## config.mk

```make
export PLATFORM = sky130hd
export DESIGN_NAME = interrupt_controller
export DESIGN_NICKNAME = d
export VERILOG_FILES = /design/src/rtl/interrupt_defs.sv /design/src/rtl/interrupt_priority_encoder.sv /design/src/rtl/interrupt_controller.sv
export SDC_FILE = /design/constraint.sdc
export NUM_CORES = 1
export LEC_CHECK = 0
export ABC_CLOCK_PERIOD_IN_PS = 2160
export CAP_MARGIN = 20
export CELL_PAD_IN_SITES_DETAIL_PLACEMENT = 1
export CELL_PAD_IN_SITES_GLOBAL_PLACEMENT = 2
export CORE_MARGIN = 3
export CORE_UTILIZATION = 26
export DETAILED_ROUTE_END_ITERATION = 12
export PLACE_DENSITY_LB_ADDON = 0.1
export SYNTH_ARGS = -nofsm -noshare
export SYNTH_HDL_FRONTEND = slang
export SYNTH_SLANG_ARGS = --single-unit
```

## constraint.sdc

```tcl
create_clock -name iClock -period 2.16 [get_ports iClock]
set_input_delay 0.432 -clock iClock [delete_from_list [all_inputs] [get_ports iClock]]
set_output_delay 0.432 -clock iClock [all_outputs]
set_load 0.01 [all_outputs]
```

## src/rtl/interrupt_defs.sv

```systemverilog
// Shared definitions for the Game Boy interrupt controller: IF bit positions,
// dispatch vectors, the IF register select and the FSM state encodings.
package interrupt_defs;

    localparam int unsigned IRQ_BIT_VBLANK  = 0;
    localparam int unsigned IRQ_BIT_LCDSTAT = 1;
    localparam int unsigned IRQ_BIT_TIMER   = 2;
    localparam int unsigned IRQ_BIT_SERIAL  = 3;
    localparam int unsigned IRQ_BIT_JOYPAD  = 4;

    localparam logic [7:0] VEC_VBLANK  = 8'h40;
    localparam logic [7:0] VEC_LCDSTAT = 8'h48;
    localparam logic [7:0] VEC_TIMER   = 8'h50;
    localparam logic [7:0] VEC_SERIAL  = 8'h58;
    localparam logic [7:0] VEC_JOYPAD  = 8'h60;

    localparam logic [3:0] IF_REG_SEL = 4'hF;

    typedef enum logic [1:0] {
        IRQ_IDLE,
        IRQ_REQ,
        IRQ_ACK
    } irqState_t;

    typedef enum logic [1:0] {
        EI_IDLE,
        EI_ARM,
        EI_DELAY
    } eiState_t;

    function automatic logic [7:0] irqVector(input logic [2:0] index);
        case (index)
            3'd0:    return VEC_VBLANK;
            3'd1:    return VEC_LCDSTAT;
            3'd2:    return VEC_TIMER;
            3'd3:    return VEC_SERIAL;
            3'd4:    return VEC_JOYPAD;
            default: return 8'h00;
        endcase
    endfunction

endpackage

```

## src/rtl/interrupt_priority_encoder.sv

```systemverilog
// Fixed-priority encoder: the lowest set pending bit wins and is turned into
// its index and dispatch vector.
module interrupt_priority_encoder
    import interrupt_defs::*;
(
    input  logic [4:0] pending,
    output logic [2:0] index,
    output logic       valid,
    output logic [7:0] vector
);

    always_comb begin
        index = '0;
        valid = 1'b0;
        for (int unsigned i = 0; i < 5; i++) begin
            if (pending[i] && !valid) begin
                index = 3'(i);
                valid = 1'b1;
            end
        end
        vector = valid ? irqVector(index) : 8'h00;
    end

endmodule

```

## src/rtl/interrupt_controller.sv

```systemverilog
// Game Boy interrupt controller: IF/IE registers, IME with delayed EI, and a
// request/acknowledge dispatch handshake towards the CPU.
module interrupt_controller
    import interrupt_defs::*;
#(
    parameter int NUM_IRQ = 5
) (
    input  logic       iClock,
    input  logic       iReset_n,
    input  logic       iIrqVblank,
    input  logic       iIrqLcdStat,
    input  logic       iIrqTimer,
    input  logic       iIrqSerial,
    input  logic       iIrqJoypad,
    input  logic       iMcuWe,
    input  logic [3:0] iMcuRegSelect,
    input  logic       iMcuIeWe,
    input  logic [7:0] iMcuWriteData,
    input  logic       iEof,
    input  logic       iEi,
    input  logic       iDi,
    input  logic       iReti,
    input  logic       iIrqAck,
    output logic [7:0] oIf,
    output logic [7:0] oIe,
    output logic       oIme,
    output logic       oIrqRequest,
    output logic [7:0] oIrqVector,
    output logic       oWakeUp
);

    logic [NUM_IRQ-1:0] ifReg;
    logic [NUM_IRQ-1:0] ifNext;
    logic [NUM_IRQ-1:0] pulses;
    logic [NUM_IRQ-1:0] ackClear;
    logic [7:0]         ieReg;
    logic               ime;
    logic               imeNext;
    logic               ifWrite;

    eiState_t  eiState;
    eiState_t  eiNext;
    irqState_t irqState;
    irqState_t irqNext;
    logic      startDispatch;

    logic [2:0] winIndex;
    logic       winValid;
    logic [7:0] winVector;
    logic [2:0] latchIndex;
    logic [7:0] latchVector;

    interrupt_priority_encoder uEncoder (
        .pending (ifReg & ieReg[NUM_IRQ-1:0]),
        .index   (winIndex),
        .valid   (winValid),
        .vector  (winVector)
    );

    always_comb begin
        pulses                  = '0;
        pulses[IRQ_BIT_VBLANK]  = iIrqVblank;
        pulses[IRQ_BIT_LCDSTAT] = iIrqLcdStat;
        pulses[IRQ_BIT_TIMER]   = iIrqTimer;
        pulses[IRQ_BIT_SERIAL]  = iIrqSerial;
        pulses[IRQ_BIT_JOYPAD]  = iIrqJoypad;
    end

    // Hardware pulses are OR-ed in last so they win over both an MCU write
    // and the post-dispatch clear of the same bit.
    always_comb begin
        ifWrite  = iMcuWe && (iMcuRegSelect == IF_REG_SEL);
        ackClear = '0;
        if (irqState == IRQ_ACK) begin
            ackClear = NUM_IRQ'(1) << latchIndex;
        end
        ifNext = ifWrite ? iMcuWriteData[NUM_IRQ-1:0] : (ifReg & ~ackClear);
        ifNext = ifNext | pulses;
    end

    always_ff @(posedge iClock or negedge iReset_n) begin
        if (!iReset_n) begin
            ifReg       <= '0;
            ieReg       <= '0;
            ime         <= 1'b0;
            latchIndex  <= '0;
            latchVector <= '0;
        end else begin
            ifReg <= ifNext;
            ime   <= imeNext;
            if (iMcuIeWe) begin
                ieReg <= iMcuWriteData;
            end
            if (startDispatch) begin
                latchIndex  <= winIndex;
                latchVector <= winVector;
            end
        end
    end

    // EI sub-FSM
    always_ff @(posedge iClock or negedge iReset_n) begin
        if (!iReset_n) begin
            eiState <= EI_IDLE;
        end else begin
            eiState <= eiNext;
        end
    end

    // An EI whose end-of-instruction strobe arrives with it skips EI_ARM, so
    // IME still rises only at the end of the instruction after EI.
    always_comb begin
        eiNext  = eiState;
        imeNext = ime;
        if (irqState == IRQ_ACK || iDi) begin
            eiNext  = EI_IDLE;
            imeNext = 1'b0;
        end else begin
            case (eiState)
                EI_IDLE:  if (iEi) eiNext = iEof ? EI_DELAY : EI_ARM;
                EI_ARM:   if (iEof) eiNext = EI_DELAY;
                EI_DELAY: begin
                    if (iEof) begin
                        eiNext  = EI_IDLE;
                        imeNext = 1'b1;
                    end
                end
                default:  eiNext = EI_IDLE;
            endcase
            if (iReti) begin
                imeNext = 1'b1;
            end
        end
    end

    // Dispatch FSM
    always_ff @(posedge iClock or negedge iReset_n) begin
        if (!iReset_n) begin
            irqState <= IRQ_IDLE;
        end else begin
            irqState <= irqNext;
        end
    end

    always_comb begin
        irqNext       = irqState;
        startDispatch = 1'b0;
        case (irqState)
            IRQ_IDLE: begin
                if (iEof && ime && winValid) begin
                    irqNext       = IRQ_REQ;
                    startDispatch = 1'b1;
                end
            end
            IRQ_REQ:  if (iIrqAck) irqNext = IRQ_ACK;
            IRQ_ACK:  irqNext = IRQ_IDLE;
            default:  irqNext = IRQ_IDLE;
        endcase
    end

    always_comb begin
        oIf         = {3'b111, ifReg};
        oIe         = ieReg;
        oIme        = ime;
        oIrqRequest = (irqState == IRQ_REQ);
        oIrqVector  = (irqState == IRQ_REQ) ? latchVector : 8'h00;
        oWakeUp     = |(ifReg & ieReg[NUM_IRQ-1:0]);
    end

endmodule

```

==> flow_summary.rst <==
.. list-table::
   :header-rows: 1

   * - Metric
     - Value
   * - Instance count on the critical path
     - 3
   * - Area of the placeable core
     - 4120 sq um
   * - Critical path buffer and inverter count
     - 1
   * - HPWL after detailed placement
     - 2410 um
   * - Arrival time reported for the critical path endpoint
     - 1630 ps
   * - Gate count after technology mapping
     - 104
   * - Number of vias per cell
     - 4.85
   * - Antenna violations before repair
     - 0
   * - Number of global-route vias before repair
     - 1037
   * - Port bufs
     - 45
   * - Cell breakdown of the critical path
     - a22oi_2 > nand3_1 > clkdlybuf4s50_1
   * - Proportion of layout cells with a drive suffix above 1
     - 12.7%
   * - Post-synthesis cell type with the largest combined area
     - sky130_fd_sc_hd__dfrtp_1
   * - Portion of the post-synthesis area used by sequential elements
     - 52.5%
   * - DR pass1 iterations
     - 4
   * - Synth unique cells
     - 35
   * - TritonCTS clock tree
     - built
   * - Unrepaired setup endpoints after global routing
     - no
   * - Row cnt
     - 23
   * - Crit Path Category
     - register to output pin
   * - Launching point of the worst reg2reg path
     - irqState[0]
   * - Clock transition at path regs
     - 90 ps
   * - Max-capacitance violation count
     - 0
   * - Worst min-delay path category
     - register to register
   * - Count of pins over their slew limit
     - 0
   * - Worst Setup Start Kind
     - register
   * - Fraction of synthesized cell area taken by the top area cell type
     - 52.5%
   * - Detailed Route Iter0 Violations
     - 39
   * - Final-layout setup total negative slack
     - 0 ps
   * - Yosys reg bits
     - 24
   * - Synth-to-layout area growth
     - 48.2%
   * - Number of cells traversed by the worst register-to-register path
     - 3
   * - Count of yosys warnings during synthesis
     - 0
   * - CTS buffer count
     - 3
   * - Pwr/cell area
     - 695 nW/um^2
   * - WL/cell
     - 15.8 um
   * - Die boundary height
     - 72.4 um
   * - Final count of negative-setup-slack endpoints
     - 0
   * - Total wirelength of the detailed-routed design
     - 3160 um
   * - Cell types with the highest counts after synthesis
     - sky130_fd_sc_hd__dfrtp_1, sky130_fd_sc_hd__mux2_2, sky130_fd_sc_hd__buf_4
   * - Clock latency on the worst-skew pair
     - 260 ps
   * - Clock Skews
     - 2.77 ps
   * - Final estimated routing congestion in global placement
     - 0.717
   * - Proportion of synthesized flip-flops having asynchronous set or reset
     - 100%
   * - Number of enable flip-flop cells after synthesis
     - 0
   * - Required time at the worst-slack endpoint
     - 1730 ps
   * - Remaining design rule violation count
     - 0
   * - Post-synthesis instance area
     - 1140 sq um
   * - Total vias in the final route
     - 969
   * - Critical path's top delay family
     - buffers and inverters
   * - I/O pin count
     - 53
   * - Remaining global-route overflow
     - 0
   * - Crit path max-delay cell type
     - sky130_fd_sc_hd__clkdlybuf4s50_1
   * - Total number of H-tree levels
     - 1
   * - Global router's overall resource usage
     - 12.9%
   * - Worst flop-to-flop path endpoint
     - ifReg[3]
   * - Pin count of the biggest net entering global routing
     - 25
   * - Crit path time final
     - 2060 ps
   * - Count of buffers added by post-CTS timing repair for setup
     - 0
   * - Ant. Diodes
     - 0
   * - Top-count cell post-synth
     - sky130_fd_sc_hd__dfrtp_1
   * - Maximum clock rate
     - 485 MHz
   * - Synth Area per Inst
     - 11.0 sq um
   * - Status
     - complete, no violations
   * - Tcrit/Tclk final
     - 95.5%
   * - Register-to-register setup slack
     - 660 ps
   * - Library cell used as clock root buffer
     - sky130_fd_sc_hd__clkbuf_8
   * - Antenna violation net count after detailed routing
     - 0
   * - Final hold violations
     - 0
   * - Overall Power
     - 1180 uW
   * - Clock Sink Count
     - 24
   * - Wire length of the first global-routing pass
     - 5330 um
   * - Deepest clock path buffer count
     - 2
   * - Highest fanout seen on the critical path
     - 4
   * - Critical Path Max Stage Delay
     - 500 ps
   * - Initial cell density of the core
     - 27.8%
   * - Die outline area
     - 5240 sq um
   * - Start point of the critical path
     - oIe[0]
   * - Max VDD drop
     - 0.230 mV
   * - Die width
     - 72.4 um
   * - Flip-flop cell with the highest count after synthesis
     - sky130_fd_sc_hd__dfrtp_1
   * - Leak pwr
     - 0.000681 uW
   * - Critical path endpoint category
     - output pin
   * - Critical path endpoint
     - oWakeUp
   * - Final-stage net count
     - 177
   * - Largest cells by area after synthesis
     - sky130_fd_sc_hd__dfrtp_1, sky130_fd_sc_hd__mux2_2, sky130_fd_sc_hd__buf_4
## routing by layer
layer / up-vias / GRT usage, % / part of all wire, % / wire (um)
li1: 458 / - / - / -
met1: 478 / 18.4 / 47 / 1480
met2: 31 / 19.2 / 47 / 1480
met3: 2 / 3.19 / 5.4 / 171
met4: 0 / 3.76 / 0.70 / 22
met5: - / 0 / 0 / 0
## metrics by stage
stage                     area [sq um]  util (%)  worst slack, ps  std cells  hold WS [ps]
after floorplan                   1160         -              774        109           136
after global placement            1620      39.5              269        196           447
after detailed placement          1620      39.5              214        196           454
after CTS                         1690      41.0             18.8        200           475
after global routing              1700      41.2            0.186        200           508
final                             1700      41.2             97.7        200           477
## worst reg2reg max path, cell delays in order (launching register included)
cell and delay [ps]:
sky130_fd_sc_hd__dfrtp_1 430, sky130_fd_sc_hd__nand2b_1 200, sky130_fd_sc_hd__or4_1 430, sky130_fd_sc_hd__a311o_1 330
## worst min-delay path by stage
stage              startpoint              to  slack [ps]  cells past startpoint
6_report       latchVector[6]  latchVector[6]         480                      1
5_1_grt        latchVector[6]  latchVector[6]         510                      1
4_1_cts        latchVector[6]  latchVector[6]         470                      1
3_5_place_dp   latchVector[6]  latchVector[6]         450                      1
3_3_place_gp   latchVector[6]  latchVector[6]         450                      1
2_1_floorplan        iReset_n      eiState[0]         140                      0
## registers in the layout (all words and copies together) (netlist names)
register	count
irqState	2
oIme	1
latchVector	4
latchIndex	2
oIe	8
ifReg	5
eiState	2
## layout make-up
type / instances / area, sq um
inverters: 6 / 22.5
well taps: 50 / 62.6
clock buffers: 4 / 55.1
flip-flops and latches: 24 / 601
multi-input cells: 70 / 498
fillers: 450 / 2420
repair buffers: 46 / 458
## report_power, final
group          switching, uW  total, uW  leakage [uW]  internal [uW]
Sequential              61.1        573      0.000278            512
Combinational            128        297      0.000375            169
Clock                    148        310     0.0000288            163
## cell families after synthesis
logic type / Yosys count / synth area share [%]
flops: 24 / 52.5
simple gates: 31 / 16.6
compound gates: 24 / 15.2
buf+inv: 15 / 7.21
other cells: 2 / 0.656
mux: 8 / 7.87
## cells in the final DEF (no fill, tap or decap), drive strengths merged
cell,count
clkdlybuf4s50,45
dfrtp,24
mux2,8
conb,7
and2,6
inv,6
nand2,5
o21ai,5
clkbuf,4
a22oi,4
a31oi,3
nor3,3
nand2b,2
and3,2
a311o,2
a221o,2
o22ai,2
nor2,2
nor2b,2
or4,1
and4,1
o41ai,1
nor4b,1
nand3,1
nand4,1
nand4bb,1
a32oi,1
and4bb,1
a21o,1
a21oi,1
nand3b,1
or2,1
a311oi,1
o22a,1
buf,1
## timing repair
item / 4_1_cts / 5_1_grt
setup endpoints to repair: 5 / 5
pin swaps: 0 / 1
gates resized for setup: 2 / 2
hold buffers: 0 / 0
No activity file was read; power rests on OpenSTA's default activity.
